## src/rtl/addr_ctrl_pipe.sv

```systemverilog
// Address controller: selects one of NSRC sources or steps an internal pointer, then
// delays the result through a DEPTH-stage pipeline with valid and wrap tracking.
module addr_ctrl_pipe #(
  parameter int unsigned AW    = 4,
  parameter int unsigned NSRC  = 2,
  parameter int unsigned DEPTH = 2,
  parameter int unsigned STEP  = 1,
  localparam int unsigned SELW = $clog2(NSRC)
) (
  input  logic               clk,
  input  logic               rst_n,
  input  logic [NSRC*AW-1:0] src,
  input  logic [SELW-1:0]    sel,
  input  logic [1:0]         mode,
  input  logic               cmd_vld,
  input  logic               en,
  output logic [AW-1:0]      addr,
  output logic               addr_vld,
  output logic               wrap
);

  localparam logic [AW:0] StepExt = (AW+1)'(STEP);

  // Stage 0 of these arrays is the pointer itself; stage DEPTH-1 drives the outputs.
  logic [AW-1:0]    addr_q [DEPTH];
  logic [DEPTH-1:0] vld_q;
  logic [DEPTH-1:0] wrap_q;

  logic [AW-1:0] load_val;
  logic [AW:0]   sum;
  logic [AW:0]   diff;
  logic [AW-1:0] ptr_d;
  logic          wrap_d;

  always_comb begin
    // Out-of-range select falls through to zero.
    load_val = '0;
    for (int i = 0; i < int'(NSRC); i++) begin
      if (sel == SELW'(i)) load_val = src[i*AW +: AW];
    end
    sum    = {1'b0, addr_q[0]} + StepExt;
    diff   = {1'b0, addr_q[0]} - StepExt;
    ptr_d  = addr_q[0];
    wrap_d = 1'b0;
    if (cmd_vld) begin
      case (mode)
        2'b00: ptr_d = load_val;
        2'b01: begin
          ptr_d  = sum[AW-1:0];
          wrap_d = sum[AW];
        end
        2'b10: begin
          ptr_d  = diff[AW-1:0];
          wrap_d = diff[AW];
        end
        default: ptr_d = addr_q[0];
      endcase
    end
  end

  always_ff @(posedge clk or negedge rst_n) begin
    if (!rst_n) begin
      for (int i = 0; i < int'(DEPTH); i++) addr_q[i] <= '0;
      vld_q  <= '0;
      wrap_q <= '0;
    end else if (en) begin
      addr_q[0] <= ptr_d;
      vld_q[0]  <= cmd_vld;
      wrap_q[0] <= wrap_d;
      for (int i = 1; i < int'(DEPTH); i++) begin
        addr_q[i] <= addr_q[i-1];
        vld_q[i]  <= vld_q[i-1];
        wrap_q[i] <= wrap_q[i-1];
      end
    end
  end

  assign addr     = addr_q[DEPTH-1];
  assign addr_vld = vld_q[DEPTH-1];
  assign wrap     = wrap_q[DEPTH-1];

endmodule

```

## config.mk

```make
export PLATFORM = sky130hd
export DESIGN_NAME = addr_ctrl_pipe
export DESIGN_NICKNAME = d
export VERILOG_FILES = /design/src/rtl/addr_ctrl_pipe.sv
export SDC_FILE = /design/constraint.sdc
export NUM_CORES = 1
export LEC_CHECK = 0
export BUFFER_PORTS_ARGS = -buffer_cell sky130_fd_sc_hd__clkbuf_2
export CORE_ASPECT_RATIO = 1.1
export CORE_MARGIN = 10
export CORE_UTILIZATION = 40
export DETAILED_ROUTE_END_ITERATION = 16
export PLACE_DENSITY = 0.7
export RECOVER_POWER = 100
export SYNTH_ARGS = -nofsm -noshare
export SYNTH_HDL_FRONTEND = slang
export SYNTH_SLANG_ARGS = --single-unit
```

## constraint.sdc

```tcl
create_clock -name clk -period 1.72 [get_ports clk]
set_clock_uncertainty 0.1 [all_clocks]
set_input_delay 0 -clock clk [delete_from_list [all_inputs] [get_ports clk]]
set_output_delay 0 -clock clk [all_outputs]
set_load 0.05 [all_outputs]
```

Word-level counts from Yosys, hierarchy flattened
Index checks and enable logic that the tools add are counted.

word-level totals
  bits in registers = 12
  bits in latches = 0
  memory bits (writable) = 0
  bits in read-only memories = 0
  bits of input ports = 15
  output and inout bits = 6
  word-level logic and storage cells = 15
  memories = 0

operators by class
  add/subtract/negate cells = 2
  multipliers = 0
  div/mod/pow operators = 0
  magnitude comparators = 0
  eq/ne operators = 2
  shift operators = 0
  multiplexer cells = 4
  bitwise operators = 0
  reduce and logical (&&, ||, !) cells = 3

operators by type and width
  cell                                                  count
  case mux 4 bit (3 select lines)                       1
  adder 4 x 1 -> 5 bit (second input constant)          1
  subtractor 4 x 1 -> 5 bit (second input constant)     1
  two-way mux 4 bit                                     1
  AND reduction 3 bit                                   1
  nonzero test 3 bit                                    1
  equality test 2 x 1 -> 1 bit (second input constant)  1
  equality test 2 bit (second input constant)           1
  logical NOT 2 bit                                     1
  case mux 1 bit (2 select lines)                       1
  two-way mux 1 bit                                     1

Depth between registers and ports, before layout
Gate-level depths: netlist of run 1.

  depth after elaboration = 3
  gate-level depth with buffers = 6

Worst setup path after synthesis of run 1
OpenSTA, ideal clock, no wires.

  path type = reg2reg
  from = register addr_q[4] in the netlist's numbering
  to = register addr_q[5] in the netlist's numbering
  arrival time = 1265 ps
  required time = 1490 ps
  path slack = 225 ps
  stages on the path, launching flop included = 6
  path buffers = 0
  clock period less this slack = 1495 ps
  cell sequence = dfrtp_1 > inv_1 > ha_1 > mux2_2 > o211ai_1 > o21ai_0

between the ends
  cells in the longest elaborated chain, start to end = 2

RTL lines
  what                                                                      RTL line  source
  start: declaration                                                        25        logic [AW-1:0] addr_q [DEPTH];
  start signal: indexed assignment                                          71        addr_q[i] <= addr_q[i-1];
  subtractor 4 x 1 -> 5 bit / adder 4 x 1 -> 5 bit (equally long branches)  42, 41
  case mux 4 bit (3 select lines) (*)                                       46        case (mode)

Every way passes the cells marked *; elsewhere a longest branch is shown, timed or not.
A chain may end at the register's enable or synchronous reset.

Worst setup path after layout of run 1
Same ends and word-level chain as after synthesis.

==> results_dict.tcl, run 1 <==
set metrics [dict create \
    post_dp_cell_area_um2 833 \
    synth_mux_area_share_pct 16.1 \
    post_cts_buffers 0 \
    grtUsageMet3_pct 3.27 \
    power_density_nw_per_um2 971 \
    ys_seq_elements 12 \
    yosysTopAreaCellShare_pct 39.9 \
    root_buffer "clkbuf_4" \
    dp_hpwl_um 1210 \
    synth_seq_area_share_pct 39.9 \
    drtAntennaViolNets 0 \
    grt_pass1_vias 657 \
    synthXorXnorAreaFrac_pct 0 \
    core_um2 1780 \
    die_w_um 61.4 \
    cp-start-kind "flip-flop" \
    power_switching_uw 335 \
    top_usage_layer "met2" \
    end_kind "flip-flop" \
    netlist_instances 73 \
    worst_pin_slew_ns 0.650 \
    seqPwrFrac_pct 43.9 \
    crit_type "reg2reg" \
    hold_violations 0 \
    ys_types 25 \
    p_int_uw 534 \
    ys_warn_count 0 \
    crit_path_cell_trace "inv_1 > ha_1 > mux2_2 > o211ai_1 > o21ai_0" \
    finalMaxSlewViolations 0 \
    cp_slowest_cell "dfrtp_1" \
    synth_nets 93 \
    synth-adder-area-share_pct 8.31 \
    syn_area_per_cell_um2 10.3 \
    cts_tree "done" \
    cts_buffers 3 \
    vias 591 \
    hp-class "in2reg" \
    crit_buf_inv 1 \
    grt_pass1_wl_um 2730 \
    wirelength_um 1560 \
    detail_route.drc_violations 0 \
    status "finished clean" \
    grt_max_degree 13 \
    required_ns 1.77 \
    fillCellCount 178 \
    maxCapViolCount 0 \
    rows 16 \
    gr-usage-all-layers_pct 8.62 \
    nets 117 \
    arrival_ns 1.63 \
    clock-sinks 12 \
    cp_top_family "flip-flops" \
    met1_usage_pct 9.76 \
    die-area_um2 4020 \
    clock.fmax_mhz 631 \
    period_minus_slack_ns 1.58 \
    setup_viol 0 \
    finalCritPeriodShare_pct 92.1 \
    fin_tns_setup_ns 0 \
    io_buffers 20 \
    clk_latency_ns 0.27 \
    ios 21 \
    wl_per_cell_um 13.8 \
    grt_overflow 0 \
    power.share.clock_pct 19.4 \
    p_sw_share_pct 38.5 \
    max_stage_delay_ns 0.45 \
    clockBufferDepth 2 \
    layout_setup_ws_ns 0.136 \
    drive_above_1_share_pct 28.4 \
    start_util_pct 42.3 \
    relSlewSlack_pct 56.7 \
    antenna_found_initial 0 \
    syn2layout_area_growth_pct 18.8 \
    pwr-share-comb_pct 36.7 \
    die_y_um 65.5 \
    final_cell_area_um2 895 \
    synth_simple_gate_area_share_pct 14.8 \
    routed_via_density 5.23 \
    htreeDepth 1 \
    first_iter_violations 11 \
    yosys.area.top_type "dfrtp_1" \
    synth_top_family_by_area "multiplexers" \
    num_antenna_cells 0 \
    synth_compound_area_share_pct 12.3 \
    clk_pin_slew_worst_paths_ns 0.07 \
    crit_fanout 7 \
    grt_util_met2_pct 13.7 \
    synth.cell_area_um2 753 \
    place_congestion 0.732 \
    whs_ns 0.00214 \
    synthTopCellsByArea "dfrtp_1 (40%), mux2_2 (12%), ha_1 (8.3%)" \
    dp_slack_ns 0.145 \
    dr.pass1.iters 2 \
    power_leakage_nw 0.417 \
    rsz0062_at_grt "false" \
    vdd_drop_max_mv 0.389 \
]
[cell families after synthesis]
group,Yosys count
adder cells (fa/ha/maj),5
multiplexers,11
AO/OA/AOI/OAI,14
AND/OR/NAND/NOR,19
buffers and inverters,12
flip-flops,12
[synthesized netlist by cell type, drive strengths merged]
master  number
dfrtp       12
mux2         9
buf          6
inv          6
nand2        6
ha           5
nand2b       4
nor2         4
o21ai        4
a21oi        2
a221oi       2
a31oi        2
mux2i        2
nor3         2
o211ai       2
a311o        1
and3         1
nand4        1
nand4b       1
o31ai        1
[layout by cell type (no fill, tap or decap)]
cell / count
dfrtp_1: 12
nand4b_1: 1
o31ai_1: 1
a311o_1: 1
mux2_1: 1
a31oi_1: 2
a21oi_1: 2
a221oi_1: 2
clkbuf_1: 7
ha_1: 5
clkbuf_4: 3
o211ai_1: 2
nand2b_1: 3
nor3_1: 2
nand2_1: 6
and3_4: 1
o21ai_0: 4
nor2_2: 1
clkbuf_2: 13
nor2_1: 3
inv_1: 6
dlygate4sd3_1: 5
mux2_2: 8
mux2i_1: 2
nand4_1: 1
nand2b_4: 1
[cell type report]
type | instances | area (µm²) | share of cell area, %
repair buffers | 25 | 141 | 15.8
flip-flops and latches | 12 | 300 | 33.6
clock buffers | 3 | 22.5 | 2.52
well taps | 18 | 22.5 | 2.52
inverters | 6 | 22.5 | 2.52
multi-input cells | 49 | 385 | 43.1
[power by group through the flow]
stage / clock network, mW / logic [mW] / registers [mW]
final: 0.169 / 0.318 / 0.381
after global routing: 0.191 / 0.345 / 0.391
after CTS: 0.172 / 0.330 / 0.382
after detailed placement: 0 / 0.319 / 0.388
after global placement: 0 / 0.313 / 0.385
after floorplan: 0 / 0.270 / 0.389
[through the flow]
step / total power, mW / instances / util [%]
5_1_grt: 0.927 / 113 / 50.2
3_3_place_gp: 0.699 / 105 / 46.8
6_report: 0.868 / 113 / 50.2
2_1_floorplan: 0.659 / 73 / -
3_5_place_dp: 0.707 / 105 / 46.8
4_1_cts: 0.884 / 113 / 50.8
[sequential cells by signal (all words and copies together), names as in the netlist]
| register | flops |
|---|---|
| addr | 4 |
| addr_q | 4 |
| vld_q | 2 |
| wrap_q | 2 |
[final timing paths]
check	startpoint	end	slack, ns	depth (start not counted)
min reg2reg	addr[0]	addr[0]	0.41	1
min in group asynchronous	rst_n	wrap_q[0]	0.17	2
max in group asynchronous	rst_n	addr[2]	0.93	2
max	addr_q[4]	addr_q[5]	0.14	5
min	src[5]	addr_q[5]	0.002	5
max reg2reg	addr_q[4]	addr_q[5]	0.14	5
[per-layer routing]
metal / part of all wire [%] / wire (µm)
met1: 47 / 729
met2: 44 / 689
met3: 8.4 / 131
met4: 0.51 / 8
met5: 0 / 0
[worst min-delay path, delay by kind of cell]
kind / cells / cell delay [ns]
AOI/OAI and AO/OA: 2 / 0.15
buffers and inverters: 1 / 0.07
muxes: 1 / 0.06
and+or+nand+nor: 1 / 0.06
[timing repair]
action / 4_1_cts / 5_1_grt
gates resized for setup: 0 / 0
endpoints found under the hold margin: 16 / 0
endpoints found under the setup margin: 0 / 0
hold buffers: 5 / 0
Power figures use the tool's default switching activity.
==> inputs of run 2 (changes only) <==
Settings changed: CORE_UTILIZATION 40 to 35, PLACE_DENSITY 0.7 to 0.63, SLEW_MARGIN from default to 20.
==> run 2 against run 1 <==
  * The run now ends with hold timing left
  * Fmax rose by 1.2%
  * Via count rose by 4.4%
  * Register-to-register slack improved by 0.02 ns
  * Power rose by 7.3%
  * Combinational power barely moved
  * Cell area rose by 3.9%
  * Non-clock buffer count rose by 1
  * Critical path type unchanged
  * Largest cell class unchanged
==> results_dict.tcl, run 2 (same netlist as run 1, synthesis figures left out) <==
set metrics [dict create \
    ios 21 \
    start_util_pct 37.3 \
    core_um2 2020 \
    required_ns 1.78 \
    worst_pin_slew_ns 0.652 \
    post_cts_buffers 0 \
    vias 617 \
    wirelength_um 1560 \
    maxCapViolCount 0 \
    fin_cells 125 \
    grt_pass1_wl_um 2820 \
    drtAntennaViolNets 0 \
    clk_latency_ns 0.28 \
    die_y_um 68.7 \
    hp-class "in2reg" \
    setup_viol 0 \
    whs_ns -0.0128 \
    fin_tns_setup_ns 0 \
    dr.pass1.iters 4 \
    io_buffers 20 \
    status "finished, violations left" \
    multi_input_area_um2 383 \
    wl_per_cell_um 12.5 \
    drive_above_1_share_pct 28.9 \
    crit_fanout 5 \
    clock.fmax_mhz 639 \
    period_minus_slack_ns 1.56 \
    mostFrequentLayoutCells "clkbuf_2 (13), dfrtp_1 (11), mux2_2 (8)" \
    antenna_found_initial 0 \
    num_antenna_cells 0 \
    grt_max_degree 13 \
    finalCritPeriodShare_pct 91.0 \
    power_switching_uw 347 \
    die_w_um 64.2 \
    p_sw_share_pct 37.3 \
    nets 118 \
    syn2layout_area_growth_pct 23.4 \
    clockBufferDepth 2 \
    arrival_ns 1.62 \
    power_density_nw_per_um2 1000 \
    clock-sinks 12 \
    cp-start-kind "flip-flop" \
    relSlewSlack_pct 56.5 \
    first_iter_violations 13 \
    pwr-share-comb_pct 34.2 \
    rows 17 \
    clk_pin_slew_worst_paths_ns 0.08 \
    rsz0062_at_grt "false" \
    crit_type "reg2reg" \
    cts_tree "done" \
    place_congestion 0.718 \
    grt_overflow 0 \
    seqPwrFrac_pct 41.2 \
    grt_pass1_vias 648 \
    end_kind "flip-flop" \
    p_int_uw 584 \
    detail_route.drc_violations 0 \
    htreeDepth 1 \
    gr-usage-all-layers_pct 8.02 \
    die-area_um2 4410 \
    hold_violations 2 \
    power.share.clock_pct 24.6 \
    finalMaxSlewViolations 0 \
    power_leakage_nw 0.427 \
    violations "hold timing" \
    root_buffer "clkbuf_4" \
    routed_via_density 4.94 \
    fillCellCount 205 \
    cts_buffers 3 \
    dp.cells 115 \
    vdd_drop_max_mv 0.333 \
    register_area_um2 302 \
    final_common_cell "clkbuf_2" \
    dp_hpwl_um 1200 \
]
run 2: cell count changes in the layout (fill, tap and decap cells not counted), sizes merged:
cell         before  now
dlygate4sd3       5    6
clkbuf           23   24
run 2: worst max-delay path, cell delays in order (launching register included):
cell and delay, ns:
dfrtp_1 0.42, inv_1 0.08, ha_1 0.28, mux2_2 0.32
o211ai_1 0.14, o21ai_0 0.10
run 2: layout make-up:
cell class | instances | area share (%)
multi-input combinational | 49 | 41.2
sequential | 12 | 32.4
timing repair buffer | 26 | 16.3
clock buffer | 4 | 3.90
tap | 28 | 3.77
inverter | 6 | 2.42
run 2: final timing paths:
check | end | startpoint | cells past startpoint | slack, ns
min in group asynchronous | wrap_q[1] | rst_n | 2 | 0.15
worst max-delay path | addr_q[5] | addr_q[5] | 5 | 0.16
max in group asynchronous | addr_q[4] | rst_n | 2 | 0.92
worst min-delay path | wrap_q[0] | en | 2 | -0.01
worst min register to register | vld_q[1] | vld_q[1] | 1 | 0.41
worst max register to register | addr_q[5] | addr_q[5] | 5 | 0.16
run 2: through the flow:
stage	hold slack (ns)	power [mW]	area (µm²)	setup WS (ns)	util [%]
finish	-0.0128	0.931	930	0.155	46.0
global route	0.0262	0.994	930	0.0563	46.0
CTS	0.00312	0.950	942	0.129	46.6
detailed placement	-0.196	0.707	846	0.141	41.9
global placement	-0.199	0.700	846	0.190	41.9
floorplan	-0.396	0.659	753	0.225	-
run 2: timing repair:
item,4_1_cts,5_1_grt
endpoints found under the setup margin,0,1
hold endpoints to repair,16,0
resized for setup,0,1
hold buffers,6,0
run 2: power groups by stage:
stage	clock network, mW	registers, mW	logic (mW)
global route	0.251	0.393	0.349
floorplan	0	0.389	0.270
CTS	0.236	0.383	0.331
finish	0.229	0.384	0.319
global placement	0	0.386	0.314
detailed placement	0	0.389	0.318
run 2: routing by layer:
| metal | global-route usage [%] | part of all wire [%] | vias up |
|---|---|---|---|
| met3 | 4.19 | 11 | 4 |
| met2 | 12.2 | 44 | 31 |
| li1 | - | - | 302 |
| met4 | 4.81 | 1.9 | 0 |
| met5 | 0 | 0 | - |
| met1 | 8.89 | 43 | 280 |
==> inputs of run 3 (changes only) <==
Settings changed: BUFFER_PORTS_ARGS -buffer_cell sky130_fd_sc_hd__clkbuf_2 to default, CTS_CLUSTER_DIAMETER from default to 30, DONT_BUFFER_PORTS from default to 1, PLACE_DENSITY 0.63 to 0.55.
==> run 3 against run 2 <==
  * Non-clock buffer count decreased by 14
  * Largest power group unchanged
  * Count of clock-buffer cells in the layout unchanged
  * The flow now finishes without violations
  * Global-route usage decreased by 0.84 points
==> results_dict.tcl, run 3 (same netlist as run 1, synthesis figures left out) <==
set metrics [dict create \
    mostFrequentLayoutCells "dfrtp_1 (12), dlygate4sd3_1 (11), mux2_2 (8)" \
    grt_util_met2_pct 10.9 \
    required_ns 1.77 \
    ios 21 \
    grtUsageMet3_pct 3.06 \
    worst_pin_slew_ns 0.601 \
    power_switching_uw 332 \
    power.share.clock_pct 25.0 \
    seqPwrFrac_pct 51.5 \
    place_congestion 0.731 \
    grt_pass1_wl_um 2520 \
    cts_buffers 3 \
    reg2reg_depth 5 \
    detail_route.drc_violations 0 \
    crit_fanout 7 \
    fin_tns_setup_ns 0 \
    r2r_slack_ns 0.13 \
    endpoint "addr_q[5]" \
    status "finished clean" \
    grt_pass1_vias 563 \
    antenna_found_initial 0 \
    routed_via_density 4.82 \
    pwr-share-comb_pct 23.5 \
    vias 535 \
    fillCellCount 200 \
    rr_startpoint "addr_q[4]" \
    core_um2 2020 \
    gr-usage-all-layers_pct 7.19 \
    clock-sinks 12 \
    worstSetupStartpoint "addr_q[4]" \
    layout_setup_ws_ns 0.126 \
    finalMaxSlewViolations 0 \
    finalCritPeriodShare_pct 92.7 \
    dp_slack_ns 0.135 \
    worst_r2r_endpoint "addr_q[5]" \
    p_int_uw 571 \
    relSlewSlack_pct 60.1 \
    hold_violations 0 \
    drtAntennaViolNets 0 \
    final_common_cell "dfrtp_1" \
    io_buffers 0 \
    first_iter_violations 6 \
    top_usage_layer "met2" \
    dp_hpwl_um 1090 \
    grt_max_degree 13 \
    clk_latency_ns 0.27 \
    die_w_um 64.2 \
    wirelength_um 1500 \
    clockBufferDepth 2 \
    clk_pin_slew_worst_paths_ns 0.08 \
    crit_type "reg2reg" \
    start_util_pct 37.3 \
    htreeDepth 1 \
    wl_per_cell_um 13.5 \
    ctsResizeCount 0 \
    syn2layout_area_growth_pct 18.6 \
    setup_viol 0 \
    num_antenna_cells 0 \
    dr.pass1.iters 4 \
    p_sw_share_pct 36.7 \
    maxCapViolCount 0 \
    met1_usage_pct 8.17 \
    nets 104 \
    power_density_nw_per_um2 1010 \
    hp-class "in2reg" \
    rsz0062_at_grt "false" \
    clock.fmax_mhz 627 \
    arrival_ns 1.65 \
    rows 17 \
    end_kind "flip-flop" \
    cp-start-kind "flip-flop" \
    die_y_um 68.7 \
    holdPathStages 3 \
    die-area_um2 4410 \
    vdd_drop_max_mv 0.359 \
    grt_overflow 0 \
    period_minus_slack_ns 1.59 \
    root_buffer "clkbuf_4" \
    power_leakage_nw 0.389 \
    cts_tree "done" \
    drive_above_1_share_pct 18.1 \
]
[run 3: metrics by stage]
step                      instance area, µm²  hold slack, ns  util (%)  total power [mW]  instances
after floorplan                          753          -0.396         -             0.659         73
after global placement                   753          -0.395      37.3             0.658         96
after detailed placement                 753          -0.395      37.3             0.662         96
after CTS                                900          0.0108      44.5             0.922        111
after global routing                     893          0.0367      44.2             0.964        111
final                                    893          0.0182      44.2             0.903        111
[run 3: power groups by stage]
stage | sequential [mW] | combinational [mW] | clock (mW)
2_1_floorplan | 0.389 | 0.270 | 0
3_3_place_gp | 0.471 | 0.186 | 0
3_5_place_dp | 0.473 | 0.189 | 0
4_1_cts | 0.468 | 0.221 | 0.233
5_1_grt | 0.475 | 0.239 | 0.250
6_report | 0.465 | 0.212 | 0.226
[run 3: worst min path at each step]
stage / end / slack (ns) / start
after detailed placement: vld_q[0] / -0.40 / rst_n
final: addr_q[7] / 0.02 / src[3]
after global routing: addr_q[7] / 0.04 / src[3]
after floorplan: addr[0] / -0.40 / rst_n
after global placement: vld_q[1] / -0.40 / rst_n
after CTS: addr_q[7] / 0.01 / src[3]
[run 3: layout make-up]
cell class,instances,area (µm²),area share [%]
multi-input cells,49,385,43.1
clock buffers,4,36.3,4.06
flip-flops and latches,12,300,33.6
well taps,28,35.0,3.92
repair buffers,12,114,12.7
inverters,6,22.5,2.52
[run 3: routing by layer]
layer	part of all wire (%)	wire length, µm	vias to the layer above
met5	0	0	-
met4	2.5	38	0
met2	42	624	21
met3	9.2	138	4
met1	46	696	237
li1	-	-	273
[run 3: timing repair]
item                                   4_1_cts  5_1_grt
buffers inserted                             0        0
endpoints found under the hold margin       24        0
hold buffers                                11        0
[run 3: worst max-delay path, cell delays in order, from the launching register on]
cell	delay, ns
dfrtp_1	0.45
inv_1	0.07
ha_1	0.28
mux2_2	0.32
o211ai_1	0.15
o21ai_0	0.10
